File: src/rtl/vc_fifo_bank.sv
// vc_fifo_bank: NUM_VC independent circular FIFOs sharing one push port and
// one pop port. Pop data is registered, head_data exposes the head of rd_vc
// combinationally for an external arbiter, and per-channel status is derived
// from the occupancy counters.
module vc_fifo_bank #(
   parameter int DATA_WIDTH = 6,
   parameter int ADDR_WIDTH = 4,
   parameter int NUM_VC     = 2,
   localparam int VCW       = (NUM_VC > 1) ? $clog2(NUM_VC) : 1
) (
   input  logic                                clk,
   input  logic                                reset,
   input  logic                                init,
   input  logic                                wr_enable,
   input  logic [VCW-1:0]                      wr_vc,
   input  logic [DATA_WIDTH-1:0]               data_in,
   input  logic                                rd_enable,
   input  logic [VCW-1:0]                      rd_vc,
   input  logic [ADDR_WIDTH-1:0]               umbral_full,
   input  logic [ADDR_WIDTH-1:0]               umbral_empty,
   output logic [DATA_WIDTH-1:0]               data_out,
   output logic                                valid_out,
   output logic [DATA_WIDTH-1:0]               head_data,
   output logic [NUM_VC-1:0]                   full,
   output logic [NUM_VC-1:0]                   empty,
   output logic [NUM_VC-1:0]                   almost_full,
   output logic [NUM_VC-1:0]                   almost_empty,
   output logic [NUM_VC-1:0]                   error,
   output logic [NUM_VC*(ADDR_WIDTH+1)-1:0]    count
);

   localparam int DEPTH = 1 << ADDR_WIDTH;
   localparam int CW    = ADDR_WIDTH + 1;
   // DEPTH expressed at counter width so every threshold compare stays at CW bits
   localparam logic [CW-1:0]  DEPTH_L  = {1'b1, {ADDR_WIDTH{1'b0}}};
   localparam logic [VCW:0]   NUM_VC_L = (VCW+1)'(NUM_VC);

   // Storage is deliberately not reset: pointers and counts define validity.
   logic [DATA_WIDTH-1:0] mem_q [NUM_VC][DEPTH];

   logic [ADDR_WIDTH-1:0] wr_ptr_q [NUM_VC];
   logic [ADDR_WIDTH-1:0] wr_ptr_d [NUM_VC];
   logic [ADDR_WIDTH-1:0] rd_ptr_q [NUM_VC];
   logic [ADDR_WIDTH-1:0] rd_ptr_d [NUM_VC];
   logic [CW-1:0]         cnt_q    [NUM_VC];
   logic [CW-1:0]         cnt_d    [NUM_VC];
   logic [NUM_VC-1:0]     err_q, err_d;
   logic [DATA_WIDTH-1:0] data_out_q, data_out_d;
   logic                  valid_out_q, valid_out_d;

   logic                  run_s;
   logic                  wr_ok_s, rd_ok_s;
   logic [VCW-1:0]        wr_idx_s, rd_idx_s;
   logic                  push_req_s, push_acc_s;
   logic                  pop_req_s, pop_acc_s;
   logic [DATA_WIDTH-1:0] head_s;
   logic [NUM_VC-1:0]     push_vc_s, pop_vc_s, ovf_vc_s, udf_vc_s;

   // Decode requests: out-of-range channels are ignored, a pop is judged on
   // the pre-edge count (no bypass), and a push into a full channel is only
   // accepted when the same channel is popped on this edge.
   always_comb begin
      run_s      = init & ~reset;
      wr_ok_s    = ({1'b0, wr_vc} < NUM_VC_L);
      rd_ok_s    = ({1'b0, rd_vc} < NUM_VC_L);
      wr_idx_s   = wr_ok_s ? wr_vc : {VCW{1'b0}};
      rd_idx_s   = rd_ok_s ? rd_vc : {VCW{1'b0}};
      pop_req_s  = run_s & rd_enable & rd_ok_s;
      pop_acc_s  = pop_req_s & (cnt_q[rd_idx_s] != {CW{1'b0}});
      push_req_s = run_s & wr_enable & wr_ok_s;
      push_acc_s = push_req_s &
                   ((cnt_q[wr_idx_s] != DEPTH_L) | (pop_acc_s & (rd_idx_s == wr_idx_s)));
      head_s     = mem_q[rd_idx_s][rd_ptr_q[rd_idx_s]];
      push_vc_s  = {NUM_VC{1'b0}};
      pop_vc_s   = {NUM_VC{1'b0}};
      ovf_vc_s   = {NUM_VC{1'b0}};
      udf_vc_s   = {NUM_VC{1'b0}};
      for (int v = 0; v < NUM_VC; v++) begin
         push_vc_s[v] = push_acc_s & (wr_idx_s == VCW'(v));
         pop_vc_s[v]  = pop_acc_s  & (rd_idx_s == VCW'(v));
         ovf_vc_s[v]  = push_req_s & ~push_acc_s & (wr_idx_s == VCW'(v));
         udf_vc_s[v]  = pop_req_s  & ~pop_acc_s  & (rd_idx_s == VCW'(v));
      end
   end

   // Next-state for pointers, counts, sticky errors and the pop data register.
   always_comb begin
      data_out_d  = pop_acc_s ? head_s : data_out_q;
      valid_out_d = pop_acc_s;
      err_d       = err_q | ovf_vc_s | udf_vc_s;
      for (int v = 0; v < NUM_VC; v++) begin
         wr_ptr_d[v] = push_vc_s[v] ? (wr_ptr_q[v] + ADDR_WIDTH'(1)) : wr_ptr_q[v];
         rd_ptr_d[v] = pop_vc_s[v]  ? (rd_ptr_q[v] + ADDR_WIDTH'(1)) : rd_ptr_q[v];
         case ({push_vc_s[v], pop_vc_s[v]})
            2'b10:   cnt_d[v] = cnt_q[v] + CW'(1);
            2'b01:   cnt_d[v] = cnt_q[v] - CW'(1);
            default: cnt_d[v] = cnt_q[v];
         endcase
      end
   end

   // State register: reset or a deasserted run enable returns to an empty bank.
   always_ff @(posedge clk) begin
      if (reset || !init) begin
         for (int v = 0; v < NUM_VC; v++) begin
            wr_ptr_q[v] <= {ADDR_WIDTH{1'b0}};
            rd_ptr_q[v] <= {ADDR_WIDTH{1'b0}};
            cnt_q[v]    <= {CW{1'b0}};
         end
         err_q       <= {NUM_VC{1'b0}};
         data_out_q  <= {DATA_WIDTH{1'b0}};
         valid_out_q <= 1'b0;
      end else begin
         for (int v = 0; v < NUM_VC; v++) begin
            wr_ptr_q[v] <= wr_ptr_d[v];
            rd_ptr_q[v] <= rd_ptr_d[v];
            cnt_q[v]    <= cnt_d[v];
         end
         err_q       <= err_d;
         data_out_q  <= data_out_d;
         valid_out_q <= valid_out_d;
      end
   end

   // Entry storage write; acceptance already excludes reset and idle cycles.
   always_ff @(posedge clk) begin
      if (push_acc_s) begin
         mem_q[wr_idx_s][wr_ptr_q[wr_idx_s]] <= data_in;
      end
   end

   // Per-channel status from the occupancy counters, forced idle while held in reset.
   always_comb begin
      full         = {NUM_VC{1'b0}};
      empty        = {NUM_VC{1'b1}};
      almost_full  = {NUM_VC{1'b0}};
      almost_empty = {NUM_VC{1'b0}};
      count        = {(NUM_VC*CW){1'b0}};
      for (int v = 0; v < NUM_VC; v++) begin
         count[v*CW +: CW] = cnt_q[v];
         if (run_s) begin
            full[v]         = (cnt_q[v] == DEPTH_L);
            empty[v]        = (cnt_q[v] == {CW{1'b0}});
            almost_full[v]  = (cnt_q[v] >= (DEPTH_L - {1'b0, umbral_full})) &&
                              (cnt_q[v] < DEPTH_L);
            almost_empty[v] = (cnt_q[v] <= {1'b0, umbral_empty}) &&
                              (cnt_q[v] > {CW{1'b0}});
         end else begin
            full[v]         = 1'b0;
            empty[v]        = 1'b1;
            almost_full[v]  = 1'b0;
            almost_empty[v] = 1'b0;
         end
      end
   end

   assign head_data = rd_ok_s ? head_s : {DATA_WIDTH{1'b0}};
   assign data_out  = data_out_q;
   assign valid_out = valid_out_q;
   assign error     = err_q;

endmodule

File: config.mk
export PLATFORM = sky130hd
export DESIGN_NAME = vc_fifo_bank
export DESIGN_NICKNAME = d
export VERILOG_FILES = /design/src/rtl/vc_fifo_bank.sv
export SDC_FILE = /design/constraint.sdc
export NUM_CORES = 1
export LEC_CHECK = 0
export ABC_AREA = 1
export CORE_ASPECT_RATIO = 1.25
export CORE_MARGIN = 4
export CORE_UTILIZATION = 55
export CTS_BUF_LIST = sky130_fd_sc_hd__clkbuf_2 sky130_fd_sc_hd__clkbuf_4 sky130_fd_sc_hd__clkbuf_8
export CTS_CLUSTER_DIAMETER = 100
export CTS_CLUSTER_SIZE = 10
export DETAILED_ROUTE_END_ITERATION = 6
export MAX_ROUTING_LAYER = met4
export PLACE_DENSITY = 0.76
export SLEW_MARGIN = 20
export SYNTH_ARGS = -nofsm -noshare
export SYNTH_HDL_FRONTEND = slang
export SYNTH_SLANG_ARGS = --single-unit
export TNS_END_PERCENT = 30
File: constraint.sdc
create_clock -name clk -period 5.9 [get_ports clk]
set_input_delay 0.885 -clock clk [delete_from_list [all_inputs] [get_ports clk]]
set_output_delay 0.885 -clock clk [all_outputs]
set_load 0.01 [all_outputs]
==> results.cfg <==
[place]
gp_congestion = 0.839
io_buffer_count = 53
hpwl_microns = 15800

[logic_synthesis]
synth_seq_cells = 227
ys_types = 32
synth_area_sq_um = 10600
synth-seq-area-share_pct = 60.9
post_synth.cell_area_avg_sq_um = 9.59
synth-async-reset-ratio_pct = 0
synth.net_count = 1161
synthCells = 1107
synth_ff_type = edfxtp_1
synth_edf_count = 192
ys_warn_count = 0

[drt]
drc = 0
via_count = 7831
drt_iter0_drc = 813
ant_nets = 0
wirelength_microns = 24500
via_per_inst = 5.60
wl_per_cell_microns = 17.5
dr.pass1.iters = 6

[cts]
cts.sinks = 227
ctsHoldBuffers = 0
cts_tree = built
htree_levels = 1
insertion_delay_ps = 540
path_clk_slew_ps = 70
cts_buffers = 26
cts_root_buffer = clkbuf_8
clock_path_buffers = 3
post_cts_resized = 0
post_cts_buffers = 0

[global_routing]
grt_max_degree = 81
grt_remaining_overflow = 0
antenna_found_initial = 0
grt_use_total_pct = 23.4
grt_pass1_vias = 7504
grt_pass1_wl_microns = 39100

[final_layout]
mostFrequentLayoutCell = nand2_1
layout_common_cells = nand2_1 (425), edfxtp_1 (192), nand3_1 (125), nor2_1 (69), inv_1 (67)
drive_gt1_share_pct = 6.60
antenna-diode-count = 0
multiInputGateArea_sq_um = 3580
ff_latch_area_sq_um = 6470
fill_cells = 1501
final_nets = 1201
syn2layout_area_growth_pct = 10.6
fin_util_pct = 62.3

[power]
power_frac_comb_pct = 6.7
leakagePower_nw = 4.75
irDropWorstVdd_mv = 0.137
power.switching_mw = 0.672
p_per_area_nw_per_um2 = 258
design_power_total_mw = 3.03
p_seq_share_pct = 57.6
sw_frac_of_total_pct = 22.2
p_clk_share_pct = 35.7
p_int_mw = 2.35

[timing]
setup_tns_ps = 0
final_hold_viol_count = 0
maxSlewHeadroom_pct = 30.3
fin_crit_sh_pct = 80.3
period_minus_slack_ps = 4730
fin_skew_ps = 22.8
rsz0062_at_grt = false
worst_slew_pin_slew_ps = 1040
slew_violations = 0
fmax_mhz = 211
setup_viol = 0

[setup_path]
arrival_ps = 3850
startpoint_type = input pin
crit_path_max_fanout = 77
r2r_setup_slack_ps = 2810
required_ps = 5020
critPathKind = in -> out
cp-end-kind = primary output

[die]
ios = 54
rows = 56
core_region_area_sq_um = 18800
die_x_microns = 132
fp.dieH_microns = 163
initial_core_util_pct = 56.3
die_area_sq_um = 21600

[job]
drv_cap = 0

[hold_path]
hp-class = reg -> reg

[outcome]
status = finished clean
[power by group through the flow]
stage | Sequential (mW) | Clock, mW | Combinational (mW)
2_1_floorplan | 1.78 | 0 | 0.122
3_3_place_gp | 1.78 | 0 | 0.197
3_5_place_dp | 1.78 | 0 | 0.201
4_1_cts | 1.74 | 1.09 | 0.202
5_1_grt | 1.74 | 1.17 | 0.225
6_report | 1.74 | 1.08 | 0.202
[path summary, 6_finish.rpt]
check,end,cells after the start,startpoint
max,head_data[5],12,rd_vc
min,rd_ptr_q[0][3],2,rd_ptr_q[0][3]
max reg2reg,cnt_q[0][4],15,cnt_q[1][1]
min reg2reg,rd_ptr_q[0][3],2,rd_ptr_q[0][3]
[metrics by stage]
| step | worst slack (ps) | hold slack [ps] | cell area (sq um) | std cells |
|---|---|---|---|---|
| final | 1170 | 468 | 11700 | 1399 |
| after global routing | 936 | 504 | 11700 | 1399 |
| after CTS | 1240 | 469 | 11700 | 1399 |
| after detailed placement | 1260 | 459 | 11200 | 1351 |
| after global placement | 1290 | 453 | 11200 | 1351 |
| after floorplan | 2870 | 445 | 10600 | 1107 |
[worst max-delay path: stages]
cell and delay (ps):
buf_4 310, buf_4 700, nand2_1 150, nand2_1 110
buf_4 440, nand2_1 130, nand2_1 110, nand2_1 60
nand3_1 90, nand3_1 130, nand2_1 120, clkdlybuf4s50_1 550
[cells by family after synthesis]
group / synth area share, %
DFF: 60.9
adders and majority gates: 4.03
and+or+nand+nor: 25.1
xor gates and xnor gates: 1.24
buffers and inverters: 5.39
AOI/OAI and AO/OA: 3.35
[state kept, by name, summed over array words and instances (netlist names)]
name,count
cnt_q,10
rd_ptr_q,8
wr_ptr_q,8
mem_q,192
error,2
data_out,6
valid_out,1
[synthesized netlist by cell type (all sizes together), types with 3 or more instances]
library cell    n  area share [%]
nand2         431              15
a211oi          3            0.21
nor3            3            0.14
buf            41             2.5
nor2           72             2.6
dfxtp          35             6.6
o21ai          15            0.74
nand3         125             5.9
xnor2           6            0.49
edfxtp        192              54
clkbuf         11            0.39
xor2            9            0.74
o21a            9            0.64
ha             31             3.7
a21oi          24             1.1
nand4          16            0.94
inv            72             2.5
[cell type report]
type	count	share of cell area [%]
Clock buffer	47	4.45
Inverter	72	2.30
Clock inverter	1	0.0426
Multi-Input combinational cell	756	30.5
Tap cell	232	2.47
Timing Repair Buffer	64	5.16
Sequential cell	227	55.1
[metal layers]
metal / track usage, % / routed length, microns
met5: - / 0
met1: 28.8 / 9570
met3: 3.39 / 1890
met4: 8.65 / 810
met2: 39.8 / 12300
(Power assumes the default switching activity.)
